`src/rtl/pool_pkg.sv`:
```
`default_nettype none
// ============================================================================
//  Module      : pool_pkg
//  Description : Constants shared by the 2x2 max-pooling datapath.
//                - c_DEFAULT_DATA_WIDTH : default unsigned pixel width
//                - c_POOL_WIN           : pooling window edge length (2)
//  Revision    : 1.0 - initial release
// ============================================================================
package pool_pkg;

    localparam int c_DEFAULT_DATA_WIDTH = 8;
    localparam int c_POOL_WIN           = 2;

endpackage : pool_pkg
`default_nettype wire

```
`src/rtl/pool_max2.sv`:
```
`default_nettype none
// ============================================================================
//  Module      : pool_max2
//  Description : Combinational unsigned two-input maximum.
//  Ports       : i_a, i_b  - operands (DATA_WIDTH bits, unsigned)
//                o_max     - larger of the two operands
//  Revision    : 1.0 - initial release
// ============================================================================
module pool_max2
    import pool_pkg::*;
#(
    parameter int DATA_WIDTH = c_DEFAULT_DATA_WIDTH
)(
    input  logic [DATA_WIDTH-1:0] i_a,
    input  logic [DATA_WIDTH-1:0] i_b,
    output logic [DATA_WIDTH-1:0] o_max
);

    // On equality both operands are identical, so either choice is correct.
    assign o_max = (i_a >= i_b) ? i_a : i_b;

endmodule : pool_max2
`default_nettype wire

```
`src/rtl/max_pool_2x2.sv`:
```
`default_nettype none
// ============================================================================
//  Module      : max_pool_2x2
//  Description : Streaming 2x2 max pooling over a raster-ordered feature map.
//                Even columns are parked in a horizontal register; odd
//                columns produce the horizontal pair maximum. On even rows
//                that maximum goes into a half-width line buffer, on odd
//                rows it is combined with the buffered value to form the
//                window result, which is held in a one-entry output register.
//  Ports       : clk        - clock, rising edge
//                nrst       - asynchronous active-low reset
//                clear      - synchronous restart of the frame position
//                in_valid   - upstream pixel valid
//                in_ready   - block accepts a pixel this cycle
//                in_data    - pixel (DATA_WIDTH bits, unsigned)
//                out_valid  - pooled result valid
//                out_ready  - downstream accepts the result
//                out_data   - 2x2 window maximum
//                out_last   - final pooled result of the frame
//  Revision    : 1.0 - initial release
// ============================================================================
module max_pool_2x2
    import pool_pkg::*;
#(
    parameter int DATA_WIDTH = c_DEFAULT_DATA_WIDTH,
    parameter int ROW_WIDTH  = 16,
    parameter int FRAME_ROWS = 16
)(
    input  logic                  clk,
    input  logic                  nrst,
    input  logic                  clear,
    input  logic                  in_valid,
    output logic                  in_ready,
    input  logic [DATA_WIDTH-1:0] in_data,
    output logic                  out_valid,
    input  logic                  out_ready,
    output logic [DATA_WIDTH-1:0] out_data,
    output logic                  out_last
);

    localparam int c_COL_W    = $clog2(ROW_WIDTH);
    localparam int c_ROW_W    = $clog2(FRAME_ROWS);
    localparam int c_LB_DEPTH = ROW_WIDTH / c_POOL_WIN;
    localparam int c_LB_AW    = (c_COL_W > 1) ? (c_COL_W - 1) : 1;

    localparam logic [c_COL_W-1:0] c_COL_LAST = c_COL_W'(ROW_WIDTH - 1);
    localparam logic [c_ROW_W-1:0] c_ROW_LAST = c_ROW_W'(FRAME_ROWS - 1);

    // ------------------------------------------------------------------------
    // State
    // ------------------------------------------------------------------------
    logic [c_COL_W-1:0]    r_col;
    logic [c_ROW_W-1:0]    r_row;
    logic [DATA_WIDTH-1:0] r_h;
    logic [DATA_WIDTH-1:0] r_linebuf [c_LB_DEPTH];
    logic                  r_out_valid;
    logic                  r_out_last;
    logic [DATA_WIDTH-1:0] r_out_data;

    // ------------------------------------------------------------------------
    // Control decode
    // ------------------------------------------------------------------------
    logic                  w_take;
    logic                  w_col_odd;
    logic                  w_row_odd;
    logic                  w_col_last;
    logic                  w_row_last;
    logic                  w_lb_write;
    logic                  w_result_load;
    logic                  w_out_fire;
    logic [c_LB_AW-1:0]    w_lb_addr;
    logic [DATA_WIDTH-1:0] w_hmax;
    logic [DATA_WIDTH-1:0] w_vmax;
    logic [DATA_WIDTH-1:0] w_lb_rdata;

    assign in_ready   = !r_out_valid || out_ready;
    assign w_out_fire = r_out_valid && out_ready;

    // clear wins over a same-cycle input transfer: the pixel is dropped.
    assign w_take = in_valid && in_ready && !clear;

    assign w_col_odd  = r_col[0];
    assign w_row_odd  = r_row[0];
    assign w_col_last = (r_col == c_COL_LAST);
    assign w_row_last = (r_row == c_ROW_LAST);

    assign w_lb_write    = w_take && w_col_odd && !w_row_odd;
    assign w_result_load = w_take && w_col_odd &&  w_row_odd;

    // Line-buffer slot is the column pair index; a 2-pixel-wide map has a
    // single slot and no address bits to take from the column counter.
    generate
        if (c_COL_W > 1) begin : g_addr_wide
            assign w_lb_addr = r_col[c_COL_W-1:1];
        end else begin : g_addr_single
            assign w_lb_addr = '0;
        end
    endgenerate

    assign w_lb_rdata = r_linebuf[w_lb_addr];

    // ------------------------------------------------------------------------
    // Datapath: horizontal pair max, then vertical max against the line buffer
    // ------------------------------------------------------------------------
    pool_max2 #(
        .DATA_WIDTH (DATA_WIDTH)
    ) u_hmax (
        .i_a   (r_h),
        .i_b   (in_data),
        .o_max (w_hmax)
    );

    pool_max2 #(
        .DATA_WIDTH (DATA_WIDTH)
    ) u_vmax (
        .i_a   (w_lb_rdata),
        .i_b   (w_hmax),
        .o_max (w_vmax)
    );

    // ------------------------------------------------------------------------
    // Counters, horizontal register and output register
    // ------------------------------------------------------------------------
    always_ff @(posedge clk or negedge nrst) begin
        if (!nrst) begin
            r_col       <= '0;
            r_row       <= '0;
            r_h         <= '0;
            r_out_valid <= 1'b0;
            r_out_last  <= 1'b0;
            r_out_data  <= '0;
        end else if (clear) begin
            r_col       <= '0;
            r_row       <= '0;
            r_out_valid <= 1'b0;
        end else begin
            if (w_take) begin
                if (w_col_last) begin
                    r_col <= '0;
                    r_row <= w_row_last ? '0 : (r_row + 1'b1);
                end else begin
                    r_col <= r_col + 1'b1;
                end

                if (!w_col_odd) begin
                    r_h <= in_data;
                end
            end

            // A new result overrides the drain of the previous one.
            if (w_result_load) begin
                r_out_valid <= 1'b1;
                r_out_data  <= w_vmax;
                r_out_last  <= w_row_last && w_col_last;
            end else if (w_out_fire) begin
                r_out_valid <= 1'b0;
            end
        end
    end

    // Line buffer carries no reset: every slot is rewritten on an even row
    // before the following odd row reads it.
    always_ff @(posedge clk) begin
        if (w_lb_write) begin
            r_linebuf[w_lb_addr] <= w_hmax;
        end
    end

    assign out_valid = r_out_valid;
    assign out_data  = r_out_data;
    assign out_last  = r_out_last;

endmodule : max_pool_2x2
`default_nettype wire

```
`config.mk`:
```
export PLATFORM = sky130hd
export DESIGN_NAME = max_pool_2x2
export DESIGN_NICKNAME = d
export VERILOG_FILES = /design/src/rtl/pool_pkg.sv /design/src/rtl/pool_max2.sv /design/src/rtl/max_pool_2x2.sv
export SDC_FILE = /design/constraint.sdc
export NUM_CORES = 1
export LEC_CHECK = 0
export ABC_AREA = 1
export CORE_MARGIN = 2
export CORE_UTILIZATION = 67
export CTS_BUF_LIST = sky130_fd_sc_hd__clkbuf_8
export DETAILED_ROUTE_END_ITERATION = 10
export PLACE_DENSITY = 0.95
export REMOVE_ABC_BUFFERS = 1
export SETUP_SLACK_MARGIN = 0.05
export SYNTH_ARGS = -nofsm -noshare
export SYNTH_HDL_FRONTEND = slang
export SYNTH_SLANG_ARGS = --single-unit
```
`constraint.sdc`:
```
create_clock -name clk -period 5.2 [get_ports clk]
set_input_delay 1.56 -clock clk [delete_from_list [all_inputs] [get_ports clk]]
set_output_delay 1.56 -clock clk [all_outputs]
set_load 0.05 [all_outputs]
```
==> out/metrics.cfg, run 1 <==
[synth]
syn_area_per_cell_um2 = 9.81
ys_types = 30
synth_common_cells = 140 x nand2_1, 64 x edfxtp_1, 36 x inv_1
yosys-top-cells-area = edfxtp_1 43%, dfrtp_1 15%, nand2_1 12%
synthFlopType = edfxtp_1
syn_inst = 455
yosysMostFrequentCell = nand2_1
syn_area_um2 = 4460
async_flop_share_pct = 28.9
synth_top_cell_by_area = edfxtp_1
synth_top_area_share_pct = 43.0
ys_ff_latch = 90
synth_edf_count = 64
yosysWarnings = 0
ys_seq_area_share_pct = 57.6

[route]
drc_errors = 0
wl_um = 10400
ant_nets = 0
vias = 3599
drt_iter0_markers = 372
dr.pass1.iters = 5
routedWlPerCell_um = 18.5
avgViaCountPerCell = 6.42

[layout]
drive_gt1_share_pct = 10.3
antenna_cells = 0
multi_input_area_um2 = 1600
syn_to_final_growth_pct = 10.5
fin_nets = 510
instances_no_fill = 561
fill_cells = 366
register_area_um2 = 2570

[cts]
clock_path_buffers = 2
cts_buffers = 9
cts.sinks = 90
post-cts-setup-buffers = 0
cts_hold_buf = 0
root_buffer = clkbuf_8
clk_pin_slew_ns = 0.09
tritoncts = built
post_cts_resized = 0
cts.htree.levels = 3
worstSkewPairLatency_ns = 0.36

[worst_setup_path]
worstReg2RegStart = r_col[2]$_DFFE_PN0P_
critical_path_buf_inv_count = 5
cp.arrival_ns = 4.81
critPathSlowestCell = clkdlybuf4s50_1
cp.required_ns = 5.43
rrSetupSlack_ns = 1.94
timing.critical_path.mode_cell = nand2_1
critPathMaxFanout = 9
end_kind = register
worstSetupStartpointType = input pin
criticalPathCategory = in -> reg
crit_chain = clkdlybuf4s50_1, inv_1, ha_1, nand2_1, nor2_1, nand2_2, nand3_2, nand2_1, nand2_1, inv_1, ha_1, nand2_1, inv_1, nand2_1, nand2_1, nand2_1, nand3_2, inv_2, nand3_1, nand2_1, nand2_1
slowest_delay_ns = 0.48
crit_family = simple AND/OR/NAND/NOR gates
r2r-end = out_data[6]$_DFFE_PN0P_
reg2reg_depth = 16

[placed_design]
io_buffers = 23
dpl.hpwl_um = 6730
gp_congestion = 0.873
place_ws_ns = 0.421
dp.cells = 545

[floorplan]
die_y_um = 85.6
die_area_um2 = 7330
rows = 29
core_area_um2 = 6390
start_util_pct = 69.9
io_pins = 24
die_w_um = 85.6

[global_route]
grt_antenna_before_repair = 0
grt_pass1_wl_um = 16900
grt_use_met2_pct = 50.1
met1_usage_pct = 38.9
gr-total-overflow = 0
track_usage_pct = 30.3
gr-max-usage-layer = met2
met3_usage_pct = 5.00
grt_max_degree = 39
grt_pass1_vias = 3555

[power_and_ir_drop]
p_seq_share_pct = 43.2
power_density_nw_per_um2 = 446
p_int_w = 0.00139
ir_drop_mv = 0.363
pwr-share-comb_pct = 33.4
power.switching_w = 0.000809
clkPwrFrac_pct = 23.4
netSwitchingFraction_pct = 36.8
p_total_w = 0.00220
leakagePower_nw = 2.11

[hold_path]
whs_path_depth = 2
hp-start = out_last$_DFFE_PN0P_
holdCritPathClass = reg -> reg
hold_path_end = out_last$_DFFE_PN0P_

[run]
maxCapViolCount = 0

[timing]
worstMarginPinSlew_ns = 1.23
whs_ns = 0.493
timing.fmax_mhz = 219
slew_headroom_pct = 17.3
period_needed_ns = 4.57
maxSlewViolCount = 0
setup_viol = 0
setup_slack_ns = 0.627
hold_viol = 0
fin_setup_tns_ns = 0
grt_setup_unrepaired = no
skew_ns = 0.0119
fin_crit_sh_pct = 87.9

[outcome]
status = completed

-- state kept, by name, indices dropped and copies added (netlist names) --
register   count
r_linebuf     64
out_data       8
r_h            8
r_col          4
r_row          4
out_last       1
out_valid      1
-- per-stage QoR --
stage               util (%)  cell area (um2)
global route            77.2             4930
floorplan                  -             4320
finish                  77.2             4930
global placement        73.8             4720
detailed placement      73.8             4720
CTS                     77.2             4930
-- layout by cell type (no fill, tap or decap), drive strengths merged --
cell / count
edfxtp: 64
xor2: 1
nor4: 5
o31ai: 1
o22ai: 2
clkinv: 2
nand2: 150
inv: 44
buf: 8
clkdlybuf4s50: 23
ha: 18
nand4: 24
bufinv: 2
a22oi: 1
a21oi: 30
nand3: 25
o21ai: 25
dfrtp: 26
clkinvlp: 1
nor2: 17
clkbuf: 9
a21o: 2
nor3: 4
-- power by group through the flow --
stage	clock network [W]	registers, W	logic, W
final	0.000515	0.000951	0.000734
after detailed placement	0	0.000964	0.000688
after CTS	0.000513	0.000948	0.000714
after floorplan	0	0.000964	0.000487
after global routing	0.000537	0.000953	0.000818
after global placement	0	0.000959	0.000638
-- how the worst max path moves through the flow --
stage	slack, ns	startpoint	cells past startpoint	to
after detailed placement	0.42	in_data[6]	18	out_data[7]$_DFFE_PN0P_
after global placement	0.57	in_data[7]	19	out_data[7]$_DFFE_PN0P_
after floorplan	1.36	in_data[7]	17	out_data[0]$_DFFE_PN0P_
after global routing	0.39	in_data[7]	21	out_data[2]$_DFFE_PN0P_
after CTS	0.66	out_ready	4	in_ready
final	0.63	in_data[7]	21	out_data[6]$_DFFE_PN0P_
-- area by class of cell --
type | instances | share of cell area [%]
clock buffer | 9 | 2.51
clock inverter | 7 | 1.85
inverter | 42 | 3.25
multi-input combinational | 305 | 32.4
sequential | 90 | 52.2
tap | 77 | 1.95
timing repair buffer | 31 | 5.89
-- worst register-to-register path, stage by stage, from the launching register on --
cell	delay (ns)
dfrtp_1	1.05
inv_4	0.31
nand4_1	0.19
nand2_1	0.06
nor2_1	0.12
nand2_2	0.10
ha_1	0.32
nand2_1	0.10
inv_1	0.06
nand2_1	0.06
nand2_1	0.05
nand2_1	0.07
nand3_2	0.20
inv_2	0.20
nand3_1	0.12
nand2_1	0.09
nand2_1	0.06
-- cells by family after synthesis --
kind of cell | after synthesis | synth area share, %
and+or+nand+nor | 225 | 22.9
DFF | 90 | 57.6
AOI/OAI and AO/OA | 61 | 7.54
buffers and inverters | 60 | 6.73
adders and majority gates | 18 | 5.04
xor gates and xnor gates | 1 | 0.196
-- per-layer routing --
metal	vias up	share of wire (%)
li1	1612	-
met1	1711	38
met2	230	50
met3	46	8.4
met4	0	3.6
met5	-	0
(Power assumes the default switching activity.)
==> run 2: changes to the inputs <==
- CORE_ASPECT_RATIO: default -> 0.7
- GPL_TIMING_DRIVEN: default -> 0
==> run 2 against run 1 <==
Net effect:
- clock power is 2% higher
- via count down 4.0%
- critical path type unchanged
- register-to-register slack lost 0.32 ns
- routed wire length shrank 5.1%
- largest power group unchanged
- clock skew about the same
- critical endpoint is now out_data[0]$_DFFE_PN0P_
- cell count increased by 2.0%
==> out/metrics.cfg, run 2 (same netlist as run 1, synthesis figures left out) <==
[timing]
hold_viol = 0
worstMarginPinSlew_ns = 1.19
setup_slack_ns = 0.395
setup_viol = 0
fin_crit_sh_pct = 92.4
grt_setup_unrepaired = no
maxSlewViolCount = 0
slew_headroom_pct = 20.5
skew_ns = 0.0120
timing.fmax_mhz = 208
fin_setup_tns_ns = 0
period_needed_ns = 4.81

[power_and_ir_drop]
ir_drop_mv = 0.300
power_density_nw_per_um2 = 443
leakagePower_nw = 2.10

[route]
avgViaCountPerCell = 6.04
drc_errors = 0
wl_um = 9870
highest_layer = met4
drt_iter0_markers = 374
wl_met3_um = 842
wl_met1_um = 3940
vias = 3454
ant_nets = 0
dr.pass1.iters = 5
route.met2.wl_um = 4820
routedWlPerCell_um = 17.3

[hold_path]
hp-start = out_data[5]$_DFFE_PN0P_
hold_path_end = out_data[5]$_DFFE_PN0P_
whs_path_depth = 2
holdCritPathClass = reg -> reg

[placed_design]
gp_congestion = 0.908
place_ws_ns = 0.159
io_buffers = 23
placed_area_um2 = 4740
dpl.hpwl_um = 6580

[worst_setup_path]
critical_path_buf_inv_count = 4
rrSetupSlack_ns = 1.62
critPathSlowestCell = clkdlybuf4s50_1
critPathMaxFanout = 9
slowest_delay_ns = 0.49
worstSetupStartpointType = input pin
r2r-end = out_data[0]$_DFFE_PN0P_
crit_chain = clkdlybuf4s50_1, inv_1, ha_1, nand2_1, nor2_1, nand2_2, nand3_2, nand2_1, nand2_1, inv_1, ha_1, a21o_1, nor2_1, nand3_2, inv_2, nand3_1, nand3_1, nand2_1
crit_family = simple AND/OR/NAND/NOR gates
startpoint = in_data[7]
cp.arrival_ns = 5.05
worstReg2RegStart = r_col[1]$_DFFE_PN0P_
reg2reg_depth = 13
end_kind = register
cp.required_ns = 5.45
timing.critical_path.mode_cell = nand2_1
criticalPathCategory = in -> reg

[layout]
syn_to_final_growth_pct = 11.4
largest_reg_flops = 64
multi_input_area_um2 = 1630
layout_common_cells = 140 x nand2_1, 64 x edfxtp_1, 36 x inv_1, 28 x a21oi_1, 25 x dfrtp_1
layout_commonest_cell = nand2_1
fin_nets = 507
register_area_um2 = 2570
fin_area_um2 = 4970
drive_gt1_share_pct = 11.4
regMostFlops = r_linebuf
antenna_cells = 0
fill_cells = 367

[cts]
cts_hold_buf = 0
clk_pin_slew_ns = 0.09
cts_buffers = 9
cts.sinks = 90
worstSkewPairLatency_ns = 0.36
tritoncts = built
cts.htree.levels = 3
post_cts_resized = 0
root_buffer = clkbuf_8
clock_path_buffers = 2
post-cts-setup-buffers = 0

[floorplan]
die_area_um2 = 7340
rows = 24
die_y_um = 72.3
io_pins = 24
core_area_um2 = 6340
die_w_um = 102
start_util_pct = 70.5

[run]
maxCapViolCount = 0

[global_route]
gr-total-overflow = 0
grt_pass1_wl_um = 16000
grt_pass1_vias = 3411
grt_max_degree = 40
track_usage_pct = 29.3
grt_antenna_before_repair = 0

[outcome]
status = completed

run 2: changes by cell type in the layout (fill, tap and decap cells not counted), sizes merged:
cell / previous run / this run
buf: 8 / 5
clkinv: 2 / 1
inv: 44 / 45
run 2: area by class of cell:
| cell class | count | area share, % |
|---|---|---|
| Timing Repair Buffer | 28 | 5.39 |
| Inverter | 42 | 3.22 |
| Clock buffer | 9 | 2.49 |
| Clock inverter | 7 | 1.99 |
| Tap cell | 91 | 2.29 |
| Sequential cell | 90 | 51.8 |
| Multi-Input combinational cell | 305 | 32.8 |
run 2: how the worst max path moves through the flow:
| stage | cells past startpoint | slack, ns | endpoint |
|---|---|---|---|
| after floorplan | 17 | 1.36 | out_data[0]$_DFFE_PN0P_ |
| after global placement | 19 | 0.41 | out_data[2]$_DFFE_PN0P_ |
| after detailed placement | 19 | 0.16 | out_data[0]$_DFFE_PN0P_ |
| after CTS | 19 | 0.50 | out_data[0]$_DFFE_PN0P_ |
| after global routing | 21 | 0.23 | out_data[0]$_DFFE_PN0P_ |
| final | 18 | 0.39 | out_data[0]$_DFFE_PN0P_ |
run 2: where the power goes:
part           leakage, nW  internal (W)  switching [W]  total, W
Sequential           0.924      0.000901      0.0000698  0.000971
Combinational         1.06      0.000216       0.000488  0.000705
Clock                0.111      0.000275       0.000249  0.000524
run 2: per-layer routing:
layer  track usage, %  up-vias
met5                0        -
met2             48.0      175
met3             7.42       33
li1                 -     1598
met4             10.4        0
met1             38.6     1648
run 2: tightest hold or removal path, stage by stage (launching register included):
cell     delay (ns)
dfrtp_1        0.36
nand2_1        0.06
nand2_1        0.05
run 2: metrics by stage:
| step | total power, W | std cells | hold slack [ns] | utilization [%] |
|---|---|---|---|---|
| floorplan | 0.00145 | 437 | 0.479 | - |
| global placement | 0.00159 | 551 | 0.471 | 73.7 |
| detailed placement | 0.00166 | 556 | 0.474 | 74.8 |
| CTS | 0.00218 | 572 | 0.496 | 78.3 |
| global route | 0.00233 | 572 | 0.522 | 78.5 |
| finish | 0.00220 | 572 | 0.497 | 78.5 |
==> run 3: changes to the inputs <==
- SLEW_MARGIN: default -> 20
==> run 3 against run 2 <==
Net effect:
- combinational power is essentially flat
- cell count is the same
- via count grew 0.35%
- die area is the same
- clock skew grew 0.0022 ns
==> out/metrics.cfg, run 3 (same netlist as run 1, synthesis figures left out) <==
[outcome]
status = completed

[placed_design]
place_ws_ns = 0.169
placed_area_um2 = 4740
dpl.hpwl_um = 6510
io_buffers = 23
gp_congestion = 0.908

[layout]
regMostFlops = r_linebuf
fin_area_um2 = 4960
fin_util_pct = 78.3
largest_reg_flops = 64
syn_to_final_growth_pct = 11.1
layout_common_cells = 140 x nand2_1, 64 x edfxtp_1, 36 x inv_1, 28 x a21oi_1, 25 x dfrtp_1
layout_commonest_cell = nand2_1
drive_gt1_share_pct = 11.6
antenna_cells = 0
fin_nets = 507

[cts]
post_cts_resized = 0
tritoncts = built
post-cts-setup-buffers = 0
clock_path_buffers = 2
root_buffer = clkbuf_8
cts_hold_buf = 0
worstSkewPairLatency_ns = 0.37
cts.htree.levels = 3
clk_pin_slew_ns = 0.09
cts_buffers = 9
cts.sinks = 90

[worst_setup_path]
critical_path_buf_inv_count = 4
end_kind = register
crit_family = simple AND/OR/NAND/NOR gates
cp.required_ns = 5.47
timing.critical_path.mode_cell = nand2_1
cp.arrival_ns = 5.04
critPathMaxFanout = 9
criticalPathCategory = in -> reg
critPathSlowestCell = clkdlybuf4s50_1
crit_chain = clkdlybuf4s50_1, inv_1, ha_1, nand2_1, nor2_1, nand2_2, nand3_2, nand2_1, nand2_1, inv_1, ha_1, a21o_1, nor2_1, nand3_2, inv_2, nand3_1, nand3_1, nand2_1
slowest_delay_ns = 0.50
worstSetupStartpointType = input pin

[route]
ant_nets = 0
vias = 3466
routedWlPerCell_um = 17.3
wl_um = 9900
avgViaCountPerCell = 6.06
drc_errors = 0
dr.pass1.iters = 6
drt_iter0_markers = 325

[floorplan]
core_area_um2 = 6340
die_area_um2 = 7340
rows = 24
io_pins = 24
start_util_pct = 70.5
die_w_um = 102
die_y_um = 72.3

[power_and_ir_drop]
leakagePower_nw = 2.10
power_density_nw_per_um2 = 446
ir_drop_mv = 0.266
p_total_w = 0.00221

[timing]
period_needed_ns = 4.77
slew_headroom_pct = 24.4
maxSlewViolCount = 0
setup_slack_ns = 0.426
skew_ns = 0.0142
fin_setup_tns_ns = 0
worstMarginPinSlew_ns = 1.13
timing.fmax_mhz = 209
fin_crit_sh_pct = 91.8
setup_viol = 0
grt_setup_unrepaired = no
hold_viol = 0

[global_route]
grt_antenna_before_repair = 0
grt_pass1_vias = 3421
grt_pass1_wl_um = 16100
gr-total-overflow = 0
track_usage_pct = 29.5
grt_max_degree = 40

[run]
maxCapViolCount = 0

[hold_path]
holdCritPathClass = reg -> reg

==> run 3: changes by cell type in the layout (fill, tap and decap cells not counted), sizes merged <==
cell,before,now
buf,5,6
clkdlybuf4s50,23,22
==> run 3: tightest hold or removal path, cell delays in order, from the launching register on <==
cell     delay (ns)
dfrtp_1        0.36
nand2_1        0.06
nand2_1        0.05
==> run 3: path summary, 6_finish.rpt <==
path / startpoint / end / slack, ns / cells past startpoint
setup / recovery: in_data[7] / out_data[0]$_DFFE_PN0P_ / 0.43 / 18
max in group asynchronous: nrst / r_col[1]$_DFFE_PN0P_ / 3.59 / 1
min in group asynchronous: nrst / r_col[2]$_DFFE_PN0P_ / 1.18 / 1
setup reg to reg: r_col[1]$_DFFE_PN0P_ / out_data[0]$_DFFE_PN0P_ / 1.56 / 13
hold reg to reg: out_data[5]$_DFFE_PN0P_ / out_data[5]$_DFFE_PN0P_ / 0.50 / 2
hold / removal: out_data[5]$_DFFE_PN0P_ / out_data[5]$_DFFE_PN0P_ / 0.50 / 2
==> run 3: routing by layer <==
metal	track usage [%]	routed length (um)	share of wire [%]
met1	39.1	3950	40
met2	46.3	4820	49
met3	8.77	902	9.1
met4	11.9	226	2.3
met5	0	0	0
==> run 3: power by group <==
part / internal, W / switching [W]
logic: 0.000215 / 0.000493
clock network: 0.000275 / 0.000254
registers: 0.000902 / 0.0000704
total: 0.00139 / 0.000818
==> run 3: metrics by stage <==
stage          std cells  hold WS, ns
2_1_floorplan        437        0.479
3_3_place_gp         551        0.471
3_5_place_dp         556        0.473
4_1_cts              572        0.496
5_1_grt              572        0.516
6_report             572        0.496
==> run 3: layout make-up <==
cell class,instances,area (um2)
multi-input combinational,305,1630
clock buffer,9,124
timing repair buffer,28,255
clock inverter,7,98.8
inverter,42,160
fill,380,1380
sequential,90,2570
tap,91,114
